## src/rtl/ram_fifo_ctrl.sv

```systemverilog
`default_nettype none
// +--------------------------------------------------------------------------+
// | ram_fifo_ctrl : in-order FIFO controller mastering a single-port RAM      |
// | Rev 1.0                                                                  |
// +--------------------------------------------------------------------------+
module ram_fifo_ctrl #(
  parameter int DW    = 64,
  parameter int AW    = 6,
  parameter int DEPTH = 64
) (
  input  logic          clk,
  input  logic          rst,
  input  logic          push_valid,
  input  logic [DW-1:0] push_data,
  output logic          push_ready,
  input  logic          pop_valid,
  output logic          pop_ready,
  output logic          rd_valid,
  output logic [DW-1:0] rd_data,
  output logic [AW:0]   count,
  output logic          full,
  output logic          empty,
  output logic          init_done,
  output logic          ram_w,
  output logic          ram_r,
  output logic [AW-1:0] ram_addr,
  output logic [DW-1:0] ram_din,
  input  logic [DW-1:0] ram_dout
);

  localparam logic [AW:0]   DEPTH_CNT = (AW+1)'(DEPTH);
  localparam logic [AW-1:0] LAST_ADDR = AW'(DEPTH - 1);

  typedef enum logic [0:0] {INIT = 1'b0, RUN = 1'b1} state_t;

  state_t        state_q, state_d;
  logic [AW-1:0] init_ptr_q, init_ptr_d;
  logic [AW-1:0] wr_ptr_q, wr_ptr_d;
  logic [AW-1:0] rd_ptr_q, rd_ptr_d;
  logic [AW:0]   count_q, count_d;
  logic          rd_valid_q, rd_valid_d;
  logic          init_done_q, init_done_d;
  logic          fifo_empty, fifo_full;
  logic          pop_fire, push_fire;

  assign fifo_empty = (count_q == '0);
  assign fifo_full  = (count_q == DEPTH_CNT);

  always_comb begin
    state_d     = state_q;
    init_ptr_d  = init_ptr_q;
    wr_ptr_d    = wr_ptr_q;
    rd_ptr_d    = rd_ptr_q;
    count_d     = count_q;
    init_done_d = init_done_q;
    rd_valid_d  = 1'b0;
    push_ready  = 1'b0;
    pop_ready   = 1'b0;
    pop_fire    = 1'b0;
    push_fire   = 1'b0;
    ram_w       = 1'b0;
    ram_r       = 1'b0;
    ram_addr    = '0;
    ram_din     = '0;
    if (rst) begin
      // ram is left idle while reset is held; flops are cleared in always_ff
    end else if (state_q == INIT) begin
      ram_w      = 1'b1;
      ram_addr   = init_ptr_q;
      init_ptr_d = init_ptr_q + 1'b1;
      if (init_ptr_q == LAST_ADDR) begin
        state_d     = RUN;
        init_done_d = 1'b1;
      end
    end else begin
      // One ram port: a pending pop takes the cycle and the push waits
      pop_ready  = !fifo_empty;
      push_ready = !fifo_full && !(pop_valid && !fifo_empty);
      pop_fire   = pop_valid && pop_ready;
      push_fire  = push_valid && push_ready;
      rd_valid_d = pop_fire;
      if (pop_fire) begin
        ram_r    = 1'b1;
        ram_addr = rd_ptr_q;
        rd_ptr_d = rd_ptr_q + 1'b1;
        count_d  = count_q - 1'b1;
      end else if (push_fire) begin
        ram_w    = 1'b1;
        ram_addr = wr_ptr_q;
        ram_din  = push_data;
        wr_ptr_d = wr_ptr_q + 1'b1;
        count_d  = count_q + 1'b1;
      end
    end
  end

  always_ff @(posedge clk) begin
    if (rst) begin
      state_q     <= INIT;
      init_ptr_q  <= '0;
      wr_ptr_q    <= '0;
      rd_ptr_q    <= '0;
      count_q     <= '0;
      rd_valid_q  <= 1'b0;
      init_done_q <= 1'b0;
    end else begin
      state_q     <= state_d;
      init_ptr_q  <= init_ptr_d;
      wr_ptr_q    <= wr_ptr_d;
      rd_ptr_q    <= rd_ptr_d;
      count_q     <= count_d;
      rd_valid_q  <= rd_valid_d;
      init_done_q <= init_done_d;
    end
  end

  assign rd_valid  = rd_valid_q;
  assign rd_data   = rd_valid_q ? ram_dout : '0;
  assign count     = count_q;
  assign full      = fifo_full;
  assign empty     = fifo_empty;
  assign init_done = init_done_q;

endmodule
`default_nettype wire
```

## config.mk

```make
export PLATFORM = sky130hd
export DESIGN_NAME = ram_fifo_ctrl
export DESIGN_NICKNAME = d
export VERILOG_FILES = /design/src/rtl/ram_fifo_ctrl.sv
export SDC_FILE = /design/constraint.sdc
export NUM_CORES = 1
export LEC_CHECK = 0
export ABC_AREA = 1
export CORE_MARGIN = 2
export CORE_UTILIZATION = 28
export CTS_CLUSTER_DIAMETER = 60
export DETAILED_ROUTE_END_ITERATION = 8
export GPL_TIMING_DRIVEN = 0
export PLACE_DENSITY = 0.85
export SLEW_MARGIN = 20
export SYNTH_ARGS = -nofsm -noshare
export SYNTH_HDL_FRONTEND = slang
export SYNTH_SLANG_ARGS = --single-unit
```

## constraint.sdc

```tcl
create_clock -name clk -period 2 [get_ports clk]
set_input_delay 0.4 -clock clk [delete_from_list [all_inputs] [get_ports clk]]
set_output_delay 0.4 -clock clk [all_outputs]
set_load 0.05 [all_outputs]
```

==> reports/results.txt, run 1 <==
Initial Util - 0.2909
Minimum clock period - 2384 ps
Synth Instances - 513
R2r setup slk - -370 ps
Setup TNS - -24,370 ps
Main synth FF type - dfxtp_1
TritonCTS clock tree - yes
Tcrit/Tclk final - 1.192
Worst path cell trace - nor2_4, nand2_2, o21ai_4, nand3_4, inv_4, nand2_8, buf_16, buf_16, nor2_4, buf_8
Top cell family by delay on the critical path - buffers and inverters
Worst Setup EP - ram_din[48]
Reg-to-Reg End - count[6]
Detailed Routing Iterations Pass 1 - 4
Fin cells - 973
Final setup fails - 76
# rows - 37
Worst IR Drop VDD - 0.3673 mV
ANT cells - 0
Clock slew at reported path FFs - 110 ps
Syn Std Cell Area - 3030 sq um
Syn-to-layout area delta - 127.7%
Worst-Margin Slew - 508.5 ps
GPL Wtd Cong - 0.8917
Fraction of layout cells with a size suffix above 1 - 0.3859
Reg2Reg Depth - 15
Clk buf depth - 2
Register area share after synthesis - 0.1850
Outcome - complete, but fails checks
Hold Crit Start - rst
Design Power - 1.415 mW
HPWL after detailed placement - 13.26 mm
CTS Hold Bufs - 0
Slew margin rel. - 0.6604
DRC - 0
WL/cell - 18.49 microns
Chip width - 108.0 microns
EDFF count, synth - 0
H-tree Lvls - 1
Max_cap viols - 0
Io pins - 281
Syn Nets - 654
Syn Area/Cell - 5.907 sq um
Die extent in y - 108.0 microns
Placed cells - 929
Pin count of the biggest net entering global routing - 17
R2r startpoint - count[6]
Global Route Usage Sum - 0.2728
Synth top area share - 0.1945
Count leader, synth - inv_1
Worst Setup SP - count[4]
Failing checks - negative setup slack
Data required time of the worst path - 1600 ps
Worst-skew pair later-pin latency - 290 ps
CP max FO - 6
Crit-path slowest cell - dfxtp_4
Critical Path Sink Type - output pin
Yosys warns - 0
First-pass GRT wire length - 23.83 mm
WP data arrival - 1980 ps
DR iter-0 viols - 215
RSZ-0062 raised after global routing - true
Async SR Flop Fraction - 0
Vias in the first global route - 4,148
Inserted Clock Buffers - 3
Initial antenna violation count - 1
IO Port Bufs - 280
Final Routed Wirelength - 17.99 mm
Core ar. - 10,420 sq um
Area leader, netlist - inv_1
Static Leak - 3.791 nW
Post-synth top cells - inv_1, nand2_1, nor2_1, nor2_4, dfxtp_1
Crit path kind - reg2out
Crit path buf inv count - 4
Post-DRT Antenna Nets - 0
Root Buffer - clkbuf_8
Final Hold Viols - 0
CTS sink cnt - 28
Vias per inst - 4.440
CP Depth - 10
DR vias - 4,320
Clock skew - 10.33 ps
Die area - 11,670 sq um
Pwr Density - 205.0 nW/um^2
Unique masters post-synth - 31
Hold Crit Class - in2reg
Grt ovf - 0
Largest cells by area after synthesis - inv_1, dfxtp_1, nand2_1
F_max - 419.4 MHz
Worst stage delay on the critical path - 370 ps
Dpl ws - -1238 ps
Critical Path Source Type - flop
Fill count - 826
Nets@finish - 979
Final Max Slew Viols - 0
Final worst slack - -384.4 ps
Post-synthesis register bit count - 28
## report_power, final
| group | switching, mW | leakage (nW) | total, mW | internal [mW] |
|---|---|---|---|---|
| Combinational | 0.167 | 3.52 | 0.435 | 0.268 |
| Clock | 0.204 | 0.0339 | 0.423 | 0.219 |
| Sequential | 0.00420 | 0.232 | 0.557 | 0.553 |
| Total | 0.375 | 3.79 | 1.41 | 1.04 |
## stage by stage
stage	hold slack (ps)	utilization	cell area [sq um]
2_1_floorplan	439.3	-	3392
3_3_place_gp	453.0	0.6111	6365
3_5_place_dp	458.5	0.6111	6365
4_1_cts	471.2	0.6298	6560
5_1_grt	419.1	0.6626	6902
6_report	412.2	0.6626	6902
## registers in the layout, summed over array words and instances (netlist names)
signal / count
count: 7
wr_ptr_q: 6
init_done: 1
rd_ptr_q: 6
state_q: 1
init_ptr_q: 6
rd_valid: 1
## repair_timing
item	CTS	global route
hold endpoints to repair	0	0
gates resized for setup	856	75
gates cloned	2	3
endpoints found under the setup margin	142	150
buffers inserted	26	9
pin swaps	24	9
## final cells by class
cell class / instances / area [sq um] / area share
multi-input combinational: 307 / 2190 / 0.3173
tap: 136 / 170.2 / 0.02466
inverter: 160 / 605.6 / 0.08774
sequential: 28 / 588.1 / 0.08521
timing repair buffer: 320 / 3070 / 0.4449
buffer: 18 / 211.5 / 0.03064
clock buffer: 4 / 66.31 / 0.009608
## how the worst min path moves through the flow
stage	to	slack, ps	depth (start not counted)
3_3_place_gp	rd_ptr_q[5]	450	2
3_5_place_dp	rd_ptr_q[4]	460	2
2_1_floorplan	rd_ptr_q[5]	440	2
5_1_grt	rd_ptr_q[5]	420	2
6_report	rd_ptr_q[5]	410	2
4_1_cts	rd_ptr_q[4]	470	2
## cells in the final DEF (no fill, tap or decap), types with 3 or more instances in the layout
master	count
nor2_4	72
clkdlybuf4s50_1	132
buf_4	51
buf_2	50
nand3_1	11
nor2_1	23
nor3_1	5
dfxtp_1	20
clkbuf_16	4
ha_1	3
dlymetal6s2s_1	5
nand2_1	112
nor2_2	3
inv_1	155
inv_2	3
xor2_1	7
nand2_2	8
buf_6	36
buf_16	6
buf_8	26
clkbuf_8	3
clkbuf_4	11
ha_4	5
clkbuf_2	12
buf_12	3
a21oi_1	18
o21ai_4	3
dfxtp_4	7
dlygate4sd2_1	3
o21ai_0	10
o22ai_2	3
## metal layers
layer  GRT usage  up-vias  wire (microns)
met3      0.1627       37            2653
met4     0.06319        2             522
li1            -     2104               -
met2      0.4385      236            8368
met1      0.3106     1941            6440
met5           0        -               8
## cells by family (layout without fill, tap and decap cells)
kind of cell | count (synthesis) | count (layout) | share of synthesized area
flops | 28 | 28 | 0.1850
xor+xnor | 9 | 9 | 0.02601
compound gates | 45 | 45 | 0.08258
buf+inv | 178 | 502 | 0.2461
simple gates | 244 | 244 | 0.4207
fa+ha+maj | 9 | 9 | 0.03964
No activity file was read; power rests on OpenSTA's default activity.
==> inputs of run 2 (changes only) <==
- ABC_AREA: 1 -> 0
- CORE_AREA: unset -> 2 2 110 112
- CORE_MARGIN: 2 -> unset
- CORE_UTILIZATION: 28 -> unset
- DIE_AREA: unset -> 0 0 112 114
- PLACE_DENSITY: 0.85 -> 0.74
==> run 2 against run 1 <==
The flow still finishes with violations (negative setup slack). Utilization down 12 points. Area after synthesis down 21%. Clock power up 30%. Critical path depth increased by 2. Maximum frequency decreased by 12%. Flip-flop and latch count did not move. Highest routed layer is now met4.
==> reports/results.txt, run 2 <==
Clk buf depth - 2 (unchanged)
EDFF count, synth - 0 (unchanged)
Clock skew - 3.341 ps (-6.987 ps)
Post-Route Utilization - 0.5456 (-0.1170)
Fraction of layout cells with a size suffix above 1 - 0.4570 (+0.07106)
Tcrit/Tclk final - 1.350 (+0.1575)
Worst IR Drop VDD - 0.2631 mV (-28%)
WL/cell - 17.11 microns (-7.4%)
Final Routed Wirelength - 13.45 mm (-25%)
CTS sink cnt - 28 (unchanged)
Pwr Density - 228.2 nW/um^2 (+11%)
Leading cell type in the layout, fill and taps excluded - clkdlybuf4s50_1
Worst-skew pair later-pin latency - 260 ps (-30 ps)
WP data arrival - 2300 ps (+320 ps)
Synth Instances - 322 (-37%)
Syn Area/Cell - 7.426 sq um (+26%)
Worst stage delay on the critical path - 360 ps (about the same)
Slew margin rel. - 0.4470 (-0.2135)
RSZ-0062 raised after global routing - true
TritonCTS clock tree - yes
Initial antenna violation count - 0 (-1)
Placed cells - 748 (-19%)
Fill count - 1,048 (+27%)
Core ar. - 11,710 sq um (+12%)
Worst path cell trace - nor4_4, nand2_2, o21ai_4, inv_4, nor2_4, nand2_2, nor2_4, buf_12, buf_8, buf_12, o2bb2ai_4, buf_8
Async SR Flop Fraction - 0 (unchanged)
Inserted Clock Buffers - 3 (unchanged)
Data required time of the worst path - 1600 ps (about the same)
Yosys warns - 0 (unchanged)
Crit-path slowest cell - dfxtp_4
Synth top area share - 0.3375 (+0.1431)
Failing checks - negative setup slack
Largest cells by area after synthesis - and2_1, dfxtp_1, nor2_1
Static Leak - 2.890 nW (-24%)
Dpl ws - -1416 ps (-177.6 ps)
Io pins - 281 (unchanged)
Critical Path Source Type - flop
Reg area - 575.6 sq um (-2.1%)
Design Power - 1.458 mW (+3.1%)
Detailed Routing Iterations Pass 1 - 4 (unchanged)
H-tree Lvls - 1 (unchanged)
Global Route Usage Sum - 0.1918 (-0.08099)
Minimum clock period - 2699 ps (+315.1 ps)
DRC - 0 (unchanged)
Grt ovf - 0 (unchanged)
Syn Nets - 463 (-29%)
Multi-input gate area - 2118 sq um (-3.3%)
Critical Path Sink Type - output pin
GPL Wtd Cong - 0.9094 (+2.0%)
Fin cells - 786 (-19%)
Syn-to-layout area delta - 167.2%
Register area share after synthesis - 0.2344 (+0.04946)
Post-synthesis register bit count - 28 (unchanged)
HPWL after detailed placement - 10.31 mm (-22%)
Worst-Margin Slew - 825.7 ps (+317.2 ps)
Chip width - 112 microns (+3.7%)
CP max FO - 7 (+1)
DR iter-0 viols - 108 (-50%)
DR vias - 3,437 (-20%)
Initial Util - 0.2042 (-0.08676)
Root Buffer - clkbuf_16
ANT cells - 0 (unchanged)
Max_cap viols - 0 (unchanged)
Post-DRT Antenna Nets - 0 (unchanged)
Final worst slack - -699.5 ps (-315.1 ps)
Pin count of the biggest net entering global routing - 17 (unchanged)
Cell Area, Placed - 5756 sq um (-9.6%)
F_max - 370.4 MHz (-12%)
Count leader, synth - and2_1
Post-synth top cells - and2_1, nor2_1, dfxtp_1, clkbuf_1, a21oi_1
Crit path buf inv count - 5 (+1)
Setup TNS - -48,030 ps (-23,660 ps)
Top cell family by delay on the critical path - simple AND/OR/NAND/NOR gates
Final Max Slew Viols - 0 (unchanged)
Die extent in y - 114 microns (+5.5%)
Vias in the first global route - 3,352 (-19%)
Vias per inst - 4.373 (-1.5%)
Commonest non-fill, non-tap cells in the layout - clkdlybuf4s50_1, buf_8, and2_1, and2_4, buf_2
Hold_ws - 494.1 ps (+81.96 ps)
Area leader, netlist - and2_1
Max FFs per register - 7 (unchanged)
Die area - 12,770 sq um (+9.4%)
# rows - 40 (+8.1%)
IO Port Bufs - 279 (-0.36%)
Final setup fails - 87 (+14%)
Syn Std Cell Area - 2391 sq um (-21%)
Nets@finish - 781 (-20%)
Main synth FF type - dfxtp_1
Hold Crit Class - reg2reg
Outcome - complete, but fails checks
First-pass GRT wire length - 19.51 mm (-18%)
Unique masters post-synth - 37 (+19%)
Clock slew at reported path FFs - 70 ps (-40 ps)
Crit path kind - reg2out
Final Hold Viols - 0 (unchanged)
Final Instance Area - 6390 sq um (-7.4%)
==> run 2: cell types whose count changed after synthesis, moves of 6 or more <==
cell      change
xnor2_1       +6
mux2i_1       +6
and2_1      +129
nor2_4       -39
nor2b_1       +8
nand2_1     -107
nor3_1        -6
nor2_1       -22
nand3_1      -11
o21ai_0       -9
clkbuf_1      +7
inv_1       -153
a21oi_1       -6
==> run 2: worst reg2reg max path, stage by stage (launching register included) <==
cell and delay [ps]:
dfxtp_4 360, nor4_4 310, nand2_2 120, o21ai_4 190, inv_4 70, buf_4 140
buf_6 130, ha_4 220, nor2b_4 120, o31a_1 270, o22ai_2 120, xnor2_1 110
or3_1 330, a21oi_2 120
==> run 2: per-layer routing <==
layer	up-vias	GRT usage	routed length, microns
li1	1661	-	-
met1	1648	0.2290	5349
met2	115	0.3689	7311
met3	13	0.02604	576
met4	0	0.03577	215
met5	-	0	0
==> run 2: cell families (layout without fill, tap and decap cells) <==
logic type | count (synthesis) | after routing | share of synthesized area
AND/OR/NAND/NOR | 201 | 201 | 0.4861
AO/OA/AOI/OAI | 33 | 33 | 0.09001
adder cells (fa/ha/maj) | 9 | 9 | 0.05024
multiplexers | 6 | 6 | 0.02512
buffers and inverters | 26 | 343 | 0.04447
XOR/XNOR | 19 | 19 | 0.06960
flip-flops | 28 | 28 | 0.2344
==> run 2: path summary, 6_finish.rpt <==
path / from / to / slack, ps / cells after the start
setup reg to reg: count[3] / count[6] / -670 / 13
hold reg to reg: count[5] / count[5] / 490 / 2
hold / removal: count[5] / count[5] / 490 / 2
setup / recovery: count[3] / ram_addr[3] / -700 / 12
==> run 2: cell type report <==
type	count	area share
Sequential cell	28	0.09007
Clock buffer	4	0.01566
Inverter	5	0.003329
Tap cell	147	0.02878
Timing Repair Buffer	314	0.5040
Buffer	20	0.02663
Multi-Input combinational cell	268	0.3315
==> run 2: timing repair <==
item / 4_1_cts / 5_1_grt
setup buffers: 21 / 12
endpoints found under the hold margin: 0 / 0
cloned: 1 / 2
hold buffers: 0 / 0
setup endpoints to repair: 157 / 149
gates resized for setup: 797 / 162
pin swaps: 19 / 14
==> run 2: power by group <==
| group | switching (mW) | internal [mW] |
|---|---|---|
| combinational | 0.0970 | 0.248 |
| clock | 0.201 | 0.349 |
| sequential | 0.00551 | 0.558 |
